--- config.mk ---
export PLATFORM = sky130hd
export DESIGN_NAME = vga_sync
export DESIGN_NICKNAME = d
export VERILOG_FILES = /design/src/rtl/vga_sync.sv
export SDC_FILE = /design/constraint.sdc
export NUM_CORES = 1
export LEC_CHECK = 0
export ABC_AREA = 1
export CORE_MARGIN = 5
export CORE_UTILIZATION = 53
export DETAILED_ROUTE_END_ITERATION = 8
export PLACE_DENSITY_LB_ADDON = 0.1
export SLEW_MARGIN = 20
export SYNTH_ARGS = -nofsm -noshare
export SYNTH_HDL_FRONTEND = slang
export SYNTH_SLANG_ARGS = --single-unit
export TNS_END_PERCENT = 1
--- constraint.sdc ---
create_clock -name clk -period 3 [get_ports clk]
set_clock_uncertainty 0.2 [all_clocks]
set_input_delay 0.9 -clock clk [delete_from_list [all_inputs] [get_ports clk]]
set_output_delay 0.9 -clock clk [all_outputs]
set_load 0.02 [all_outputs]
--- src/rtl/vga_sync.sv ---
// VGA timing generator with registered colour/sync outputs; optional frame_tick under VGA_SYNC_FRAME_TICK_EN.
// Latency: rgb_out/hsync/vsync lag (x,y) by one pixel period; free-running, no backpressure.
module vga_sync #(
    parameter int unsigned H_VISIBLE = 640,
    parameter int unsigned H_FRONT   = 16,
    parameter int unsigned H_SYNC    = 96,
    parameter int unsigned H_BACK    = 48,
    parameter int unsigned V_VISIBLE = 480,
    parameter int unsigned V_FRONT   = 10,
    parameter int unsigned V_SYNC    = 2,
    parameter int unsigned V_BACK    = 33
) (
    input  logic        clk,
    input  logic        rst,
    output logic [10:0] x,
    output logic [10:0] y,
    input  logic [7:0]  rgb_in,
    output logic [7:0]  rgb_out,
    output logic        hsync,
    output logic        vsync,
    output logic        video_on,
    output logic        pix_tick
`ifdef VGA_SYNC_FRAME_TICK_EN
    ,
    output logic        frame_tick
`endif
);

    localparam int unsigned H_TOTAL = H_VISIBLE + H_FRONT + H_SYNC + H_BACK;
    localparam int unsigned V_TOTAL = V_VISIBLE + V_FRONT + V_SYNC + V_BACK;

    localparam logic [10:0] H_LAST   = 11'(H_TOTAL - 1);
    localparam logic [10:0] V_LAST   = 11'(V_TOTAL - 1);
    localparam logic [10:0] H_VIS    = 11'(H_VISIBLE);
    localparam logic [10:0] V_VIS    = 11'(V_VISIBLE);
    localparam logic [10:0] HS_FIRST = 11'(H_VISIBLE + H_FRONT);
    localparam logic [10:0] HS_LAST  = 11'(H_VISIBLE + H_FRONT + H_SYNC - 1);
    localparam logic [10:0] VS_FIRST = 11'(V_VISIBLE + V_FRONT);
    localparam logic [10:0] VS_LAST  = 11'(V_VISIBLE + V_FRONT + V_SYNC - 1);

    logic        phase_q,   phase_d;
    logic [10:0] h_cnt_q,   h_cnt_d;
    logic [10:0] v_cnt_q,   v_cnt_d;
    logic [7:0]  rgb_out_q, rgb_out_d;
    logic        hsync_q,   hsync_d;
    logic        vsync_q,   vsync_d;
    logic        h_wrap;
    logic        v_wrap;

    assign pix_tick = phase_q;
    assign h_wrap   = (h_cnt_q == H_LAST);
    assign v_wrap   = (v_cnt_q == V_LAST);
    assign video_on = (h_cnt_q < H_VIS) && (v_cnt_q < V_VIS);

    assign x       = h_cnt_q;
    assign y       = v_cnt_q;
    assign rgb_out = rgb_out_q;
    assign hsync   = hsync_q;
    assign vsync   = vsync_q;

    always_comb begin
        phase_d   = ~phase_q;
        h_cnt_d   = h_cnt_q;
        v_cnt_d   = v_cnt_q;
        rgb_out_d = rgb_out_q;
        hsync_d   = hsync_q;
        vsync_d   = vsync_q;
        if (pix_tick) begin
            // Sync and colour are sampled from the pre-increment position, so all
            // three outputs share the same one-pixel delay relative to (x,y).
            rgb_out_d = video_on ? rgb_in : 8'h00;
            hsync_d   = !((h_cnt_q >= HS_FIRST) && (h_cnt_q <= HS_LAST));
            vsync_d   = !((v_cnt_q >= VS_FIRST) && (v_cnt_q <= VS_LAST));
            if (h_wrap) begin
                h_cnt_d = 11'd0;
                v_cnt_d = v_wrap ? 11'd0 : v_cnt_q + 11'd1;
            end else begin
                h_cnt_d = h_cnt_q + 11'd1;
            end
        end
    end

    always_ff @(posedge clk) begin
        if (rst) begin
            phase_q   <= 1'b0;
            h_cnt_q   <= 11'd0;
            v_cnt_q   <= 11'd0;
            rgb_out_q <= 8'h00;
            hsync_q   <= 1'b1;
            vsync_q   <= 1'b1;
        end else begin
            phase_q   <= phase_d;
            h_cnt_q   <= h_cnt_d;
            v_cnt_q   <= v_cnt_d;
            rgb_out_q <= rgb_out_d;
            hsync_q   <= hsync_d;
            vsync_q   <= vsync_d;
        end
    end

`ifdef VGA_SYNC_FRAME_TICK_EN
    localparam logic [10:0] V_VIS_LAST = 11'(V_VISIBLE - 1);

    logic frame_tick_q, frame_tick_d;

    // Single-clk pulse: recomputed every clk so it drops on the following non-tick cycle.
    always_comb begin
        frame_tick_d = pix_tick && h_wrap && (v_cnt_q == V_VIS_LAST);
    end

    always_ff @(posedge clk) begin
        if (rst) begin
            frame_tick_q <= 1'b0;
        end else begin
            frame_tick_q <= frame_tick_d;
        end
    end

    assign frame_tick = frame_tick_q;
`endif

endmodule

After elaboration in Yosys (flattened, before gate mapping)
Cells that the tools add are included.
{"block": "totals", "register_bits": 33, "out_inout_bits": 34, "elab_cells": 26}
{"block": "op_classes", "addsub": 2, "order_cmp": 6, "eq_ne": 2, "mux": 3, "bitwise_logic": 1, "reduce_logical": 6}
{"cell": "adder 11 x 1 -> 11 bit, second input constant", "n": 2}
{"cell": "equality test 11 x 10 -> 1 bit, second input constant", "n": 2}
{"cell": "2-to-1 mux 11 bit", "n": 2}
{"cell": "greater-or-equal comparator 11 x 10 -> 1 bit, second input constant", "n": 1}
{"cell": "greater-or-equal comparator 11 x 9 -> 1 bit, second input constant", "n": 1}
{"cell": "less-or-equal comparator 11 x 10 -> 1 bit, second input constant", "n": 1}
{"cell": "less-or-equal comparator 11 x 9 -> 1 bit, second input constant", "n": 1}
{"cell": "less-than comparator 11 x 10 -> 1 bit, second input constant", "n": 1}
{"cell": "less-than comparator 11 x 9 -> 1 bit, second input constant", "n": 1}
{"cell": "2-to-1 mux 8 bit", "n": 1}
{"cell": "logical AND 1 bit", "n": 3}
{"cell": "logical NOT 1 bit", "n": 2}
{"cell": "AND reduction 2 bit", "n": 1}
{"cell": "NOT 1 bit", "n": 1}

Longest topological paths before layout
Gate-level depths: netlist (run 1).
{"block": "depth", "depth_word": 3, "mapped_depth": 9, "ltp_nobuf": 9}

Worst setup path before layout (run 1)
OpenSTA, ideal clock, no wires.
{"block": "synth_timing", "path_kind": "flip-flop to output port", "start": "reg v_cnt_q[5] (netlist: y[5])", "end": "out video_on", "arrival_ns": 1.147, "slack_ns": 0.753, "stages_incl_launch_ff": 5, "path_buffers": 0, "cell_sequence": "dfxtp_1 -> nand2_1 -> nor2_1 -> nand3b_2 -> inv_1"}
{"block": "synth_via", "elab_chain_len": 2}
{"item": "from (decl)", "line_no": "43", "text": "logic [10:0] v_cnt_q, v_cnt_d;"}
{"item": "from (signal assigned)", "line_no": "94", "text": "v_cnt_q <= v_cnt_d;"}
{"item": "less-than comparator 11 x 9 -> 1 bit", "line_no": "53", "text": "assign video_on = (h_cnt_q < H_VIS) && (v_cnt_q < V_VIS);"}
{"item": "logical AND 1 bit", "line_no": "53"}
{"item": "to (decl)", "line_no": "21", "text": "output logic video_on,"}
No other way between the ends.

Final worst setup path (run 1)
{"block": "layout_timing", "start": "reg v_cnt_q[8] (netlist: y[8])", "end": "out video_on"}
Same word-level chain as after synthesis.

==> key figures, run 1 <==
Outcome
  – Status: finished clean

Drt
  – Routed len/inst: about 12 um
  – Post-DRT Antenna Nets: 0
  – Total wire length: between 4 and 5 mm
  – Initial detailed-routing violation count: 159
  – Vias: 1803
  – Drt drc: 0
  – DR vias/cell: a little over 5
  – DRT Pass-1 Iters: 4

Critical path
  – Req. time, crit path: roughly 1.9 ns
  – Worst R2R Setup Slack: approximately 1.3 ns
  – Critical path's largest stage delay: approximately 0.46 ns
  – CP max-delay cell: dfxtp_1
  – CP Launch Point: y[8]$_SDFFE_PP0P_
  – Worst reg2reg path endpoint: y[6]$_SDFFE_PP0P_
  – Worst-path fanout max: 8
  – Worst Reg2Reg Path Length in Cells: 8
  – Reg-to-Reg Start: y[0]$_SDFFE_PP0P_
  – Critical-path cell list: nand2_1 > nor2_1 > nand3b_2 > inv_1 > dlygate4sd2_1
  – Crit path DAT: 1.68 ns
  – Critical path type: flop to primary output
  – Startpoint Class: flop
  – Critical Path Sink Type: primary output

Logic synthesis
  – Mapped Cells: around 260
  – Post-synth EDFFs: 0
  – Post-synthesis register bit count: 33
  – Synth top cells by count: 65 x nand2_1, 34 x nor2_1, 33 x dfxtp_1
  – Yosys warning count: 0
  – Syn_area_per_cell: 6.93 sq um
  – Most numerous cell in the Yosys netlist: nand2_1
  – Share of the synthesized area in the top cell type: between 30% and 40%
  – Cell taking the most area after synthesis: dfxtp_1
  – Post-synth ARST share: 0%
  – Synth top area cells: dfxtp_1 37%, nand2_1 14%, nor2_1 7.1%, inv_1 6.1%, nand3_1 4.8%
  – Syn_nets: about 270
  – Sequential fraction of the synthesis area: between 30% and 40%
  – Yosys cell types: 35
  – Post-synthesis cell area: about 1800 sq um
  – Ys flop type: dfxtp_1

Timing
  – Min setup slack post-route: 0.225 ns
  – Final period util: between 90% and 100%
  – Crit path time final: ~2.8 ns
  – RSZ-0062 raised after global routing: no
  – Worst slew margin: between 60% and 70%
  – Max Slew Vio Count: 0
  – Hold slack: around 0.26 ns
  – Setup TNS: 0 ns
  – Least-Margin Pin Slew: roughly 0.6 ns
  – Final Hold Violating Endpoints: 0
  – Final setup fails: 0
  – Fmax: 0.360 GHz

Worst hold path
  – Worst hold-check path type: flop to flop
  – Worst Hold Path Cells: 2
  – Hold EP: rgb_out[4]$_SDFFE_PP0P_
  – Hold path start: rgb_out[4]$_SDFFE_PP0P_

Layout
  – Final layout net count: between 300 and 400
  – Design area: between 2000 and 2500 sq um
  – Fin util: a little over two thirds
  – Area grow syn2layout: 30.6%
  – N_diodes: 0
  – # fillers: 310
  – Fin cells: about 350
  – Layout cells sized above 1: about 12%

Pwr
  – VDD IR max: between 0.2 and 0.25 mV
  – Sequential share of power: 58.1%
  – Logic pwr share: approximately a tenth
  – Clk pwr share: 32.5%
  – Switch Pwr: about 0.19 mW
  – Tot Pwr: ~0.78 mW
  – P_int: just under 0.6 mW
  – Sw frac: 24.3%
  – Pwr Density: roughly 340 nW/um^2
  – Leak: between 0.9 and 1 nW

Clock tree
  – CTS tree: done
  – Clk sinks: 33
  – Clock latency on the worst-skew pair: between 0.3 and 0.4 ns
  – Worst-path clk slew: ~0.09 ns
  – CTS buffer count: 5
  – H-Tree Depth: 2
  – Clock tree root buffer cell: clkbuf_4
  – Clock buffer depth: 2

Die
  – Ports: 44
  – Die Area: between 4000 and 5000 sq um
  – Die height: just under 70 um
  – Row cnt: 21
  – Core ar.: roughly 3300 sq um
  – Initial Utilization: 54.0%
  – Die Width: a little under 70 um

Placement
  – Placed wire-length estimate: between 3 and 4 mm
  – Pre-CTS WS: around 0.35 ns
  – Port Buffers: 43
  – Cells after DPL: 347
  – Placed Area: between 2000 and 2500 sq um
  – RD Place Congestion: 0.918

Global routing
  – Initial antenna violation count: 0
  – GR Util All Layers: a little over a fifth
  – Vias in the first global route: about 1700
  – Total gr overflow: 0
  – Busiest grt layer: met2
  – GRT met3 Usage: around 5.6%
  – Largest net degree at the start of global routing: 11
  – Met2 Use GR: 35.9%
  – First-pass GRT wire length: between 7 and 8 mm
  – M1 GR Usage: between 20% and 30%

Job
  – MaxCap Viol Count: 0
==> placed cells by master (no fill, tap or decap), types with 2 or more instances in the layout <==
| master | netlist | layout |
|---|---|---|
| nand2_1 | 65 | 65 |
| clkdlybuf4s50_1 | 0 | 42 |
| nor2_1 | 34 | 34 |
| dfxtp_1 | 33 | 32 |
| inv_1 | 29 | 29 |
| nand3_1 | 17 | 17 |
| nor3_1 | 11 | 11 |
| a21oi_1 | 10 | 10 |
| o21ai_1 | 8 | 8 |
| nand4_1 | 6 | 6 |
| clkbuf_4 | 0 | 5 |
| nand2_2 | 4 | 4 |
| inv_2 | 4 | 4 |
| nor2_4 | 3 | 3 |
| nor2_2 | 3 | 3 |
| xor2_1 | 3 | 3 |
| o21ai_0 | 3 | 3 |
| ha_1 | 3 | 3 |
| nand3_2 | 2 | 2 |
| nand2_4 | 2 | 2 |
| o21ai_2 | 2 | 2 |
| buf_4 | 1 | 2 |
==> power groups by stage <==
stage          Clock [mW]  Sequential (mW)  Combinational [mW]
4_1_cts             0.265            0.455              0.0744
2_1_floorplan           0            0.474              0.0281
5_1_grt             0.286            0.457              0.0805
6_report            0.254            0.455              0.0735
3_5_place_dp            0            0.465              0.0740
3_3_place_gp            0            0.465              0.0733
==> kinds of logic after synthesis <==
group / count (synthesis) / synth area share [%]
compound gates: 26 / 8.04
flops: 33 / 36.9
simple gates: 156 / 43.3
fa+ha+maj: 3 / 2.10
buf+inv: 37 / 8.18
xor+xnor: 3 / 1.47
==> sequential cells by signal, summed over array words and instances (netlist names) <==
signal	flops
x	11
y	11
rgb_out	8
hsync	1
pix_tick	1
vsync	1
==> worst max path at each step <==
stage,endpoint,slack (ns),depth (start not counted)
6_report,video_on,0.22,5
5_1_grt,video_on,0.09,5
4_1_cts,video_on,0.22,5
3_5_place_dp,video_on,0.35,5
3_3_place_gp,video_on,0.39,5
2_1_floorplan,video_on,0.75,4
==> per-layer routing <==
layer  up-vias  wire length (um)
li1        930                 -
met4         0                85
met1       811              1970
met2        54              2170
met5         -                 0
met3         8               197
==> what timing repair did <==
item	in CTS	in global routing
gates resized for setup	2	0
endpoints found under the hold margin	0	0
hold buffers	0	0
endpoints found under the setup margin	1	0
setup buffers	0	0
==> worst max-delay path, delay by kind of cell (launching register included) <==
family	cells	cell delay, ns
buffers and inverters	2	0.36
flip-flops	1	0.46
AND/OR/NAND/NOR	3	0.52
==> layout make-up <==
cell class,count,area (sq um),area share (%)
Tap cell,46,57.6,2.46
Timing Repair Buffer,45,444,19.0
Inverter,35,135,5.78
Clock buffer,7,55.1,2.36
Multi-Input combinational cell,188,982,42.0
Sequential cell,33,662,28.3
(Power assumes the default switching activity.)
==> run 2: changes to the inputs <==
--- a/config.mk
+++ b/config.mk
@@ -9,6 +9,7 @@
 export CORE_MARGIN = 5
 export CORE_UTILIZATION = 53
 export DETAILED_ROUTE_END_ITERATION = 8
+export MAX_ROUTING_LAYER = met4
 export PLACE_DENSITY_LB_ADDON = 0.1
 export SLEW_MARGIN = 20
 export SYNTH_ARGS = -nofsm -noshare
==> key figures, run 2 (same netlist as run 1, synthesis figures left out) <==
Critical path
  – Worst R2R Setup Slack: 1.22 ns
  – Worst-path fanout max: 7
  – Reg-to-Reg Start: y[0]$_SDFFE_PP0P_
  – Req. time, crit path: roughly 1.9 ns
  – Worst Reg2Reg Path Length in Cells: 8
  – Critical Path Sink Type: primary output
  – Critical path type: flop to primary output
  – Crit path DAT: 1.67 ns
  – Startpoint Class: flop
  – Worst reg2reg path endpoint: y[6]$_SDFFE_PP0P_

Clock tree
  – Worst-path clk slew: about 0.10 ns
  – CTS buffer count: 5
  – Clock tree root buffer cell: clkbuf_4
  – Clk sinks: 33
  – Clock buffer depth: 2
  – H-Tree Depth: 2
  – CTS tree: done
  – Setup bufs post-CTS: 0
  – Clock latency on the worst-skew pair: around 0.34 ns

Layout
  – N_diodes: 0
  – Design area: 2330 sq um
  – Area grow syn2layout: 30.5%
  – Final layout net count: between 300 and 400
  – Commonest non-fill, non-tap cell in the layout: nand2_1
  – Most frequent cells in the layout: 65 x nand2_1, 42 x clkdlybuf4s50_1, 34 x nor2_1
  – Layout cells sized above 1: approximately 13%
  – Fin cells: between 300 and 400

Timing
  – Final setup fails: 0
  – Final period util: 92.2%
  – Worst slew margin: slightly above 60%
  – Crit path time final: about 2.8 ns
  – Setup TNS: 0 ns
  – RSZ-0062 raised after global routing: no
  – Final Hold Violating Endpoints: 0
  – Fmax: between 0.3 and 0.4 GHz
  – Least-Margin Pin Slew: a little under 0.6 ns
  – Max Slew Vio Count: 0

Outcome
  – Status: finished clean

Drt
  – Post-DRT Antenna Nets: 0
  – Drt drc: 0
  – Initial detailed-routing violation count: about 110
  – Met2 WL: 2.11 mm
  – Routed len/inst: 12.2 um
  – DR vias/cell: approximately 5.0
  – WL met1: 1.93 mm
  – Vias: 1770
  – Total wire length: 4.33 mm
  – Met3 routed WL: 211 um
  – Top Metal Used: met4
  – DRT Pass-1 Iters: 4

Pwr
  – VDD IR max: between 0.2 and 0.3 mV
  – Leak: about 0.95 nW
  – Pwr Density: 332 nW/um^2

Global routing
  – Total gr overflow: 0
  – Vias in the first global route: approximately 1700
  – Largest net degree at the start of global routing: 11
  – GR Util All Layers: 22.4%
  – First-pass GRT wire length: roughly 7.5 mm
  – Initial antenna violation count: 0

Die
  – Die height: 68.1 um
  – Row cnt: 21
  – Ports: 44
  – Initial Utilization: 54.0%
  – Core ar.: between 3000 and 4000 sq um
  – Die Width: 68.1 um
  – Die Area: 4640 sq um

Job
  – MaxCap Viol Count: 0

Placement
  – Cells after DPL: 347
  – RD Place Congestion: 0.922
  – Placed wire-length estimate: 3.39 mm
  – Port Buffers: between 40 and 50
  – Placed Area: approximately 2300 sq um

Worst hold path
  – Worst Hold Path Cells: 2
  – Worst hold-check path type: flop to flop
  – Hold path start: rgb_out[2]$_SDFFE_PP0P_
  – Hold EP: rgb_out[2]$_SDFFE_PP0P_
==> run 2: cell count changes in the layout (fill, tap and decap cells not counted), sizes merged <==
cell	delta
clkbuf	-1
clkinv	+2
==> run 2: through the flow <==
stage | setup WS [ns] | util [%] | total power, mW | hold WS, ns
after detailed placement | 0.337 | 68.9 | 0.539 | 0.250
final | 0.233 | 70.5 | 0.775 | 0.263
after floorplan | 0.753 | - | 0.502 | 0.337
after global routing | 0.0318 | 70.5 | 0.812 | 0.291
after global placement | 0.393 | 68.9 | 0.538 | 0.244
after CTS | 0.211 | 70.5 | 0.783 | 0.267
==> run 2: power breakdown <==
part / internal [mW] / total (mW) / switching [mW] / leakage [nW]
clock: 0.0891 / 0.247 / 0.158 / 0.0320
sequential: 0.447 / 0.455 / 0.00808 / 0.269
combinational: 0.0352 / 0.0731 / 0.0379 / 0.652
total: 0.572 / 0.775 / 0.204 / 0.954
==> run 2: layout make-up <==
class	count	area (sq um)
clock buffers	6	41.3
flip-flops and latches	33	664
well taps	46	57.6
clock inverters	2	10.0
inverters	35	135
multi-input cells	188	982
fillers	307	976
repair buffers	45	444
==> run 2: timing repair <==
action,4_1_cts,5_1_grt
hold buffers,0,0
setup endpoints to repair,1,0
gates resized for setup,4,0
==> run 2: worst max-delay path, cell delays in order (launching register included) <==
cell and delay, ns:
dfxtp_1 0.45, nand2_1 0.10, nor2_1 0.22, nand3b_2 0.19, inv_1 0.05, dlygate4sd2_1 0.32
==> run 2: worst max path at each step <==
stage,start,to,slack [ns],depth (start not counted)
2_1_floorplan,y[5]$_SDFFE_PP0P_,video_on,0.75,4
3_3_place_gp,y[8]$_SDFFE_PP0P_,video_on,0.39,5
3_5_place_dp,y[5]$_SDFFE_PP0P_,video_on,0.34,5
4_1_cts,y[6]$_SDFFE_PP0P_,video_on,0.21,5
5_1_grt,y[6]$_SDFFE_PP0P_,video_on,0.03,5
6_report,y[6]$_SDFFE_PP0P_,video_on,0.23,5
==> run 2: layer usage <==
layer	track usage (%)	up-vias
met3	6.24	9
met4	8.44	0
met5	-	-
met2	35.1	43
met1	27.3	792
li1	-	926
